### config.mk
export PLATFORM = sky130hd
export DESIGN_NAME = mul_add_seq
export DESIGN_NICKNAME = d
export VERILOG_FILES = /design/src/rtl/mul_add_seq.sv
export SDC_FILE = /design/constraint.sdc
export NUM_CORES = 1
export LEC_CHECK = 0
export BUFFER_PORTS_ARGS = -buffer_cell sky130_fd_sc_hd__buf_2
export CAP_MARGIN = 15
export CORE_UTILIZATION = 39
export CTS_CLUSTER_SIZE = 14
export DETAILED_ROUTE_END_ITERATION = 10
export GPL_ROUTABILITY_DRIVEN = 1
export PLACE_DENSITY = 0.6
export SLEW_MARGIN = 25
export SYNTH_ARGS = -nofsm -noshare
export SYNTH_HDL_FRONTEND = slang
export SYNTH_SLANG_ARGS = --single-unit
### constraint.sdc
create_clock -name clk -period 3.8 [get_ports clk]
set_clock_uncertainty 0.15 [all_clocks]
set_input_delay 0.57 -clock clk [delete_from_list [all_inputs] [get_ports clk]]
set_output_delay 0.57 -clock clk [all_outputs]
set_load 0.01 [all_outputs]
### src/rtl/mul_add_seq.sv
// Sequential shift-and-add multiply-accumulate: product = multiplicand * multiplier + addend.
// Optional early termination when no multiplier bits remain: define MUL_ADD_EARLY_EXIT_EN.
module mul_add_seq #(
  parameter int unsigned SIZE = 32
) (
  input  logic              clk,
  input  logic              reset,
  input  logic              start,
  input  logic [SIZE-1:0]   multiplicand,
  input  logic [SIZE-1:0]   multiplier,
  input  logic [SIZE-1:0]   addend,
  output logic              busy,
  output logic              done,
  output logic              overflow,
  output logic [2*SIZE-1:0] product
);

  localparam int unsigned PW    = 2 * SIZE;
  localparam int unsigned CNT_W = $clog2(SIZE);

  typedef enum logic [2:0] {
    IDLE       = 3'd0,
    CHECK_ZERO = 3'd1,
    ADD_SHIFT  = 3'd2,
    FINISH     = 3'd3
  } state_t;

  state_t           state, state_next;
  logic [PW-1:0]    mcand, mcand_next;
  logic [SIZE-1:0]  mplier, mplier_next;
  logic [PW-1:0]    acc, acc_next;
  logic [CNT_W-1:0] cnt, cnt_next;
  logic             last_step;

  assign product = acc;

  // Final shift-add step: fixed count, or optionally once no multiplier bits remain.
  always_comb begin
    last_step = (cnt == CNT_W'(SIZE - 1));
`ifdef MUL_ADD_EARLY_EXIT_EN
    if (mplier[SIZE-1:1] == '0) begin
      last_step = 1'b1;
    end
`endif
  end

  // Next-state and datapath update.
  always_comb begin
    state_next  = state;
    mcand_next  = mcand;
    mplier_next = mplier;
    acc_next    = acc;
    cnt_next    = cnt;
    case (state)
      IDLE: begin
        if (start) begin
          mcand_next  = {{SIZE{1'b0}}, multiplicand};
          mplier_next = multiplier;
          acc_next    = {{SIZE{1'b0}}, addend};
          cnt_next    = '0;
          state_next  = CHECK_ZERO;
        end
      end
      CHECK_ZERO: begin
        if ((mcand == '0) || (mplier == '0)) begin
          state_next = FINISH;
        end else begin
          state_next = ADD_SHIFT;
        end
      end
      ADD_SHIFT: begin
        if (mplier[0]) begin
          acc_next = acc + mcand;
        end
        mcand_next  = mcand << 1;
        mplier_next = mplier >> 1;
        cnt_next    = cnt + CNT_W'(1);
        if (last_step) begin
          state_next = FINISH;
        end
      end
      FINISH: begin
        state_next = IDLE;
      end
      default: begin
        state_next = IDLE;
      end
    endcase
  end

  // State, datapath and registered status flags.
  always_ff @(posedge clk) begin
    if (reset) begin
      state    <= IDLE;
      mcand    <= '0;
      mplier   <= '0;
      acc      <= '0;
      cnt      <= '0;
      busy     <= 1'b0;
      done     <= 1'b0;
      overflow <= 1'b0;
    end else begin
      state    <= state_next;
      mcand    <= mcand_next;
      mplier   <= mplier_next;
      acc      <= acc_next;
      cnt      <= cnt_next;
      busy     <= (state_next != IDLE);
      done     <= (state_next == FINISH);
      overflow <= |acc_next[PW-1:SIZE];
    end
  end

endmodule
* After elaboration in Yosys (flattened, before gate mapping) *
Cells that the tools add are included.

storage, ports and cells
  register bits after elaboration = 171
  output and inout bits = 67
  word-level logic and storage cells = 39

cells by class
  add/sub/neg operators = 2
  equal/unequal tests = 6
  mux-type cells = 13
  reduce and logical (&&, ||, !) cells = 9

operators by type and width
  operator                                        number
  case mux 64 bit (2 select lines)                2
  two-way mux 64 bit                              3
  adder 64 bit                                    1
  zero test 64 bit                                1
  case mux 32 bit (2 select lines)                1
  zero test 32 bit                                1
  two-way mux 32 bit                              1
  OR reduction 32 bit                             1
  case mux 5 bit (2 select lines)                 1
  case mux 3 bit (3 select lines)                 1
  == test 3 x 2 -> 1 bit (second input constant)  2
  two-way mux 3 bit                               2
  adder 5 x 1 -> 5 bit (second input constant)    1
  == test 5 bit (second input constant)           1
  two-way mux 5 bit                               1
  inequality test 2 bit (second input constant)   2
  == test 3 x 1 -> 1 bit (second input constant)  1
  zero test 3 bit                                 1
  AND reduction 3 bit                             1
  nonzero test 3 bit                              1
  AND reduction 2 bit                             1
  nonzero test 2 bit                              1
  logical OR 1 bit                                1
  two-way mux 1 bit                               1

* Logic depth before layout (Yosys ltp) *
Gate-level depths: netlist of run 1.

  depth in word-level cells = 5
  mapped depth = 14
  gate-level depth less buffers = 13

* Least setup slack after synthesis of run 1 *
OpenSTA, ideal clock, no wires.

  path type = reg2reg
  start point = reg acc[42] (netlist: product[42])
  end point = reg overflow
  library setup time = 0.133 ns
  data arrival time = 3.071 ns
  data required time = 3.517 ns
  slack = 0.447 ns
  stages on the path, launching flop included = 15
  path buffers = 1
  cells stage by stage = dfxtp_1 -> ha_1 -> clkbuf_1 -> nand4_1 -> nor4_1 -> a211oi_1 -> o21ai_0 -> o311ai_4 -> o31ai_2 -> xor2_1 -> a211o_1 -> nor4_1 -> nand4_1 -> nor4_1 -> a31oi_1

between the ends
  word-level cells in the longest chain between the ends = 4
  elaborated cells on any way between the ends = 5
  those cells by class = add/sub (1); mux (3); reduce/logical (1)

ends and longest elaborated chain
  what                                  line  RTL
  start: declaration                    31    logic [PW-1:0] acc, acc_next;
  start signal: assignment              106   acc <= acc_next;
  adder 64 bit                          73    acc_next = acc + mcand;
  two-way mux 64 bit                    72    if (mplier[0]) begin
  case mux 64 bit (2 select lines) (*)  54    case (state)
  OR reduction 32 bit (*)               110   overflow <= |acc_next[PW-1:SIZE];
  end signal: assignment                110
  end: declaration                      14    output logic overflow,

Mark *: on every way between the ends. The rest lies on a longest branch, timed or not. The select of a mux whose other input is x is not followed.
A chain may end at the register's enable or synchronous reset.

* Final worst setup path of run 1 *
  start point = reg mcand[25]
  end point = reg overflow

between the ends
  word-level cells in the longest chain between the ends = 4

ends and longest elaborated chain
  what                              line  RTL
  start: declaration                29    logic [PW-1:0] mcand, mcand_next;
  start signal: assignment          104   mcand <= mcand_next;
  adder 64 bit                      73
  two-way mux 64 bit                72
  case mux 64 bit (2 select lines)  54
  OR reduction 32 bit               110

Every way passes these cells. The select of a mux whose other input is x is not followed.

==> results of run 1 <==
==> per-layer routing <==
metal / routed length [µm] / vias up
li1: - / 5679
met1: 17800 / 5534
met2: 18300 / 414
met3: 2610 / 67
met4: 1260 / 0
met5: 0 / -
==> power by group <==
group          internal, W  switching (W)  total (W)
Sequential         0.00185      0.0000507    0.00190
Combinational     0.000254       0.000308   0.000562
Clock             0.000913       0.000950    0.00186
Total              0.00301        0.00131    0.00432
==> final cells by class <==
type                    instances  area [µm²]  share of cell area [%]
well taps                     378         473                    3.32
flip-flops and latches        171        3430                    24.1
clock inverters                15         213                    1.49
multi-input cells            1097        7540                    52.9
inverters                      24        90.1                   0.632
diodes                          1        2.50                  0.0176
repair buffers                326        2080                    14.6
clock buffers                  17         425                    2.98
==> cell usage after synthesis (all sizes together), types with 19 or more instances <==
cell type	instances
mux2i	64
inv	24
nand2	104
ha	65
nand4	33
clkbuf	75
a21o	29
buf	20
a22oi	76
a211oi	69
o21ai	53
xnor2	35
nor4	41
nor2	197
dfxtp	171
nand3	19
a21oi	126
==> worst max-delay path: stages, from the launching register on <==
cell                       delay [ns]
sky130_fd_sc_hd__dfxtp_1         0.34
sky130_fd_sc_hd__ha_2            0.41
sky130_fd_sc_hd__nand2_1         0.19
sky130_fd_sc_hd__nor2_1          0.19
sky130_fd_sc_hd__and3_1          0.27
sky130_fd_sc_hd__nand3_1         0.14
sky130_fd_sc_hd__a31oi_2         0.33
sky130_fd_sc_hd__nor2_2          0.13
sky130_fd_sc_hd__a311oi_1        0.35
sky130_fd_sc_hd__o21ai_0         0.13
sky130_fd_sc_hd__a32oi_1         0.27
sky130_fd_sc_hd__buf_4           0.16
sky130_fd_sc_hd__nand4_1         0.12
sky130_fd_sc_hd__nor4_2          0.24
sky130_fd_sc_hd__a31oi_1         0.11
==> final timing paths <==
| kind | startpoint | to | slack [ns] | cells past startpoint |
|---|---|---|---|---|
| hold reg to reg | cnt[3] | cnt[3] | 0.33 | 1 |
| hold / removal | addend[2] | product[2] | 0.22 | 3 |
| setup reg to reg | mcand[25] | overflow | 0.13 | 14 |
| setup / recovery | mcand[25] | overflow | 0.13 | 14 |
==> cells in the final DEF, fill, tap and decap left out, types with 24 or more instances in the layout <==
cell type and n:
sky130_fd_sc_hd__mux2i_1 64, sky130_fd_sc_hd__a21oi_1 114, sky130_fd_sc_hd__xnor2_1 35, sky130_fd_sc_hd__a211oi_1 67
sky130_fd_sc_hd__buf_4 158, sky130_fd_sc_hd__nand2_1 103, sky130_fd_sc_hd__o21ai_0 41, sky130_fd_sc_hd__nor2_1 193
sky130_fd_sc_hd__buf_2 164, sky130_fd_sc_hd__nand4_1 31, sky130_fd_sc_hd__ha_1 50, sky130_fd_sc_hd__a22oi_1 74
sky130_fd_sc_hd__nor4_1 35, sky130_fd_sc_hd__a21o_1 29, sky130_fd_sc_hd__inv_1 24, sky130_fd_sc_hd__dfxtp_1 165
==> flip-flops by register name, indices dropped and copies added, names as in the netlist <==
signal    flops
done          1
mcand        64
state         3
overflow      1
cnt           5
product      64
busy          1
mplier       32
==> logic make-up (layout without fill, tap and decap cells) <==
kind of cell    after synthesis  count (layout)
buf+inv                     119             382
xor+xnor                     51              51
compound gates              450             450
fa+ha+maj                    66              66
simple gates                464             464
mux                          65              65
other cells                   1               2
flops                       171             171
==> through the flow <==
step                utilization, %  std cells
floorplan                        -       1387
global placement              47.2       1986
detailed placement            47.2       1986
CTS                           49.6       2018
global route                  51.2       2028
finish                        51.2       2029
==> timing repair <==
action | in CTS | in global routing
gates cloned | 0 | 0
endpoints found under the hold margin | 0 | 0
endpoints found under the setup margin | 1 | 2
resized for setup | 4 | 72
pin swaps | 0 | 27
buffers inserted | 0 | 9
==> results_dict.tcl, run 1 <==
set metrics [dict create \
    total_power_w 0.00432 \
    layout_setup_ws_ns 0.128 \
    total_count_of_max_transition_violations_in_the_final_report 0 \
    worstPathRequired_ns 3.95 \
    fp.dieW_um 170 \
    hold_buffers 0 \
    wirelength_um 39900 \
    detailedRoute.firstPassIterationCount 5 \
    core.rowCount 61 \
    status "finished clean" \
    initialDrtViolationCount 853 \
    synthArstFlopShare_pct 0 \
    fmaxAchievable_mhz 272 \
    muxShareOfSynthArea_pct 5.90 \
    clk_pin_slew_ns 0.09 \
    num_vias 11700 \
    area_contributors_post_synth "sky130_fd_sc_hd__dfxtp_1, sky130_fd_sc_hd__ha_1, sky130_fd_sc_hd__nor2_1" \
    drv_cap 0 \
    yosysUniqueCellTypes 78 \
    fp.dieH_um 170 \
    hold_path_class "input port to register" \
    timing.critical_path.arrival_ns 3.82 \
    grt_first_pass_wirelength_um 60600 \
    vdd_ir_drop_max_uv 277 \
    tightestPinTransition_ns 0.677 \
    grt_util_all_layers_pct 27.3 \
    crit_path_max_fanout 5 \
    antenna_violating_nets_post_route 0 \
    synthDominantAreaCellType "sky130_fd_sc_hd__dfxtp_1" \
    finalHoldViolations 0 \
    antenna_found_initial 1 \
    grt_use_met3_pct 4.56 \
    top_level_ports 166 \
    power.leakage_nw 6.20 \
    vias_per_cell 5.76 \
    synth_fa_ha_area_share_pct 7.54 \
    grt.met1_usage_pct 36.6 \
    avgRoutedWirePerCell_um 19.7 \
    cts.sinks 171 \
    layout.cell_area.non_filler_um2 14300 \
    floorplan.initialDensity_pct 39.7 \
    final_min_period_over_clock_period_pct 96.6 \
    groute.layer.met2.usage_pct 43.4 \
    placeableCoreArea_um2 27900 \
    grt_start_max_net_pins 95 \
    flip_flop_and_latch_count_after_synthesis 171 \
    synth_fp_nets 1552 \
    floorplan.die_area_um2 29000 \
    synthFlopType "sky130_fd_sc_hd__dfxtp_1" \
    number_of_global_route_vias_before_repair 10900 \
    main_combinational_cell_family_by_area_after_synthesis "compound AO/OA/AOI/OAI gates" \
    yosysWarningCount 0 \
    clk_root_buffer_cell "sky130_fd_sc_hd__clkbuf_16" \
    placement.io_buffers 165 \
    area_delta_synth_final_pct 29.0 \
    cts-buffers-inserted 17 \
    timing.max_slew.rel_slack_pct 54.8 \
    detailedPlacementHpwl_um 30800 \
    share_of_synthesized_area_occupied_by_flip_flops_and_latches_pct 31.0 \
    tritoncts_clock_tree "built" \
    grt.overflow.total 0 \
    final_count_of_negative_setup_slack_endpoints 0 \
    yosys.area_share.simple_pct 19.5 \
    detail_route.drc_violations 0 \
    setup_tns_ns 0 \
    synthXorXnorAreaFrac_pct 4.04 \
    grt_most_used_layer "met2" \
    final_net_count 1802 \
    num-fill-cells 2744 \
    synth_edf_count 0 \
    h-tree-depth 4 \
    dpl_ws_ns -0.0344 \
    post_synth_instance_area_um2 11100 \
    postSynthCellCount 1387 \
    place_congestion 0.948 \
    placement.cell_area_um2 13200 \
    synth-compound-area-share_pct 27.8 \
    power.density_nw_per_um2 303 \
    hold-worst-slack_ns 0.220 \
    share_of_the_synthesized_area_in_the_top_cell_type_pct 31.0 \
    timing.final.crit_period_ns 3.67 \
    endpoint_kind "register" \
    crit_type "register to register" \
    post_route_cells_drive_above_1_share_pct 27.0 \
    startpoint_type "register" \
    clockBufferDepth 2 \
    clock_insertion_delay_worst_skew_ns 0.45 \
    avgSynthCellArea_um2 7.97 \
]
Note: power is estimated with default switching activity, not from simulation.
==> inputs of run 2 (changes only) <==
BUFFER_PORTS_ARGS = default   (was -buffer_cell sky130_fd_sc_hd__buf_2)
DONT_BUFFER_PORTS = 1   (was default)
PLACE_DENSITY = 0.55   (was 0.6)
clock period = 4.1 ns   (was 3.8 ns; I/O delays follow)
==> run 2 against run 1 <==
- sequential cell count stayed put
- largest cell class unchanged
- sequential share of layout area is 3.9 points higher
- highest routed layer unchanged
- via count is 11% lower
- cell count is 14% lower
- sequential power is 7% lower
- routed wire length is 7.4% lower
- first-iteration DRC count is 24% lower
- critical path type unchanged
- global-route usage is 1.7 points lower
==> results_dict.tcl, run 2 (synthesized netlist as in run 1, its figures left out) <==
set metrics [dict create \
    status "finished clean" \
    setup_tns_ns 0 \
    detailedPlacementHpwl_um 28400 \
    hold_path_class "input port to register" \
    worstHoldEndpoint "mplier[11]" \
    timing.max_slew.rel_slack_pct 49.0 \
    fp.dieH_um 170 \
    critical-path-top-delay-family "compound AO/OA/AOI/OAI gates" \
    placeableCoreArea_um2 27900 \
    clock_insertion_delay_worst_skew_ns 0.44 \
    crit_path_max_fanout 5 \
    cts.sinks 171 \
    total_power_w 0.00383 \
    vias_per_cell 5.93 \
    power.density_nw_per_um2 313 \
    clk_pin_slew_ns 0.09 \
    grt_util_all_layers_pct 25.5 \
    grt_start_max_net_pins 169 \
    place_congestion 0.950 \
    floorplan.die_area_um2 29000 \
    r2r_start "mcand[3]" \
    power.sequential.fraction_pct 46.3 \
    crit_type "register to register" \
    clkPwrFrac_pct 44.8 \
    wirelength_um 37000 \
    clk_root_buffer_cell "sky130_fd_sc_hd__clkbuf_16" \
    hp-start "reset" \
    num-fill-cells 2861 \
    switchingPower_w 0.00113 \
    tritoncts_clock_tree "built" \
    detailedRoute.firstPassIterationCount 5 \
    final_count_of_negative_setup_slack_endpoints 0 \
    num_vias 10400 \
    placement.io_buffers 0 \
    rr_endpoint "overflow" \
    total_count_of_max_transition_violations_in_the_final_report 0 \
    endpoint_kind "register" \
    detail_route.drc_violations 0 \
    fmaxAchievable_mhz 255 \
    timing.critical_path.arrival_ns 4.09 \
    h-tree-depth 4 \
    r2r_cells 13 \
    layout_common_cells "sky130_fd_sc_hd__nor2_1, sky130_fd_sc_hd__dfxtp_1, sky130_fd_sc_hd__a21oi_1, sky130_fd_sc_hd__nand2_1, sky130_fd_sc_hd__a22oi_1" \
    layout.cells.most_common "sky130_fd_sc_hd__nor2_1" \
    floorplan.initialDensity_pct 39.7 \
    initialDrtViolationCount 646 \
    avgRoutedWirePerCell_um 21.1 \
    critical_path.n_buffers_inverters 0 \
    area_delta_synth_final_pct 10.9 \
    final_net_count 1525 \
    cpPeakStageDelay_ns 0.43 \
    worst-r2r-setup-slack_ns 0.17 \
    final_min_period_over_clock_period_pct 95.8 \
    tightestPinTransition_ns 0.765 \
    drv_cap 0 \
    multi_input_comb_area_um2 7220 \
    timing.final.crit_period_ns 3.93 \
    power_frac_comb_pct 8.9 \
    netSwitchingFraction_pct 29.5 \
    post_route_cells_drive_above_1_share_pct 8.23 \
    antenna_violating_nets_post_route 0 \
    grt_setup_unrepaired "false" \
    cts-buffers-inserted 17 \
    cell_by_cell_trace_of_the_critical_path "ha_1 > a21o_1 > a221o_1 > a2111oi_4 > nor3_1 > a31oi_4 > o211ai_1 > xnor2_1 > o311ai_1 > a211oi_1 > nand4_1 > nor4_1 > a31oi_1" \
    hold-path-cell-count 1 \
    worstPathRequired_ns 4.26 \
    timing.critical_path.slowest_stage_cell "sky130_fd_sc_hd__a221o_1" \
    hold_buffers 0 \
    finalHoldViolations 0 \
    startpoint_type "register" \
    top_level_ports 166 \
    grt.overflow.total 0 \
    number_of_global_route_vias_before_repair 9862 \
    core.rowCount 61 \
    fp.dieW_um 170 \
    seq_area_um2 3420 \
    grt_first_pass_wirelength_um 56800 \
    power.leakage_nw 4.86 \
    clockBufferDepth 2 \
    vdd_ir_drop_max_uv 283 \
    power.internal_w 0.00270 \
    antenna_found_initial 3 \
]
## run 2: how the worst max path moves through the flow
stage,start,to,slack (ns),depth (start not counted)
global placement,product[16],overflow,0.11,12
CTS,product[15],overflow,0.12,13
global route,product[43],overflow,0.009,13
detailed placement,product[15],overflow,0.13,13
floorplan,product[42],overflow,0.75,14
finish,mcand[3],overflow,0.17,13
## run 2: worst register-to-register path, stage by stage (launching register included)
cell and delay [ns]:
sky130_fd_sc_hd__dfxtp_1 0.42, sky130_fd_sc_hd__ha_1 0.31, sky130_fd_sc_hd__a21o_1 0.24, sky130_fd_sc_hd__a221o_1 0.43, sky130_fd_sc_hd__a2111oi_4 0.34, sky130_fd_sc_hd__nor3_1 0.14
sky130_fd_sc_hd__a31oi_4 0.32, sky130_fd_sc_hd__o211ai_1 0.16, sky130_fd_sc_hd__xnor2_1 0.24, sky130_fd_sc_hd__o311ai_1 0.15, sky130_fd_sc_hd__a211oi_1 0.29, sky130_fd_sc_hd__nand4_1 0.18
sky130_fd_sc_hd__nor4_1 0.31, sky130_fd_sc_hd__a31oi_1 0.12
## run 2: metal layers
metal	share of wire, %	GRT usage (%)	wire [µm]	vias up
met4	2.0	7.60	752	0
met2	46	41.5	17000	351
li1	-	-	-	5145
met1	45	33.2	16700	4872
met5	0	0	0	-
met3	6.9	6.14	2570	45
## run 2: timing repair
action                     CTS  global route
setup buffers                0             0
setup endpoints to repair    0             2
gates resized for setup      0             8
## run 2: final cells by class
| type | count | share of cell area, % |
|---|---|---|
| antenna | 4 | 0.0817 |
| clock buffer | 17 | 3.47 |
| clock inverter | 15 | 1.76 |
| inverter | 24 | 0.735 |
| multi-input combinational | 1097 | 58.9 |
| sequential | 171 | 27.9 |
| tap | 378 | 3.86 |
| timing repair buffer | 49 | 3.21 |
## run 2: power groups by stage
stage	Clock, W	Sequential, W	Combinational, W
3_3_place_gp	0	0.00181	0.000335
5_1_grt	0.00182	0.00178	0.000375
4_1_cts	0.00175	0.00177	0.000341
2_1_floorplan	0	0.00179	0.000277
3_5_place_dp	0	0.00181	0.000338
6_report	0.00171	0.00177	0.000341
## run 2: metrics by stage
stage	worst slack (ns)	hold slack, ns	cells	instance area, µm²	util (%)
2_1_floorplan	0.747	0.279	1387	11100	-
3_3_place_gp	0.114	0.293	1718	11600	41.5
3_5_place_dp	0.133	0.302	1719	11600	41.5
4_1_cts	0.122	0.0693	1751	12200	43.8
5_1_grt	0.00923	0.0728	1753	12300	44.0
6_report	0.174	0.0936	1755	12300	44.0
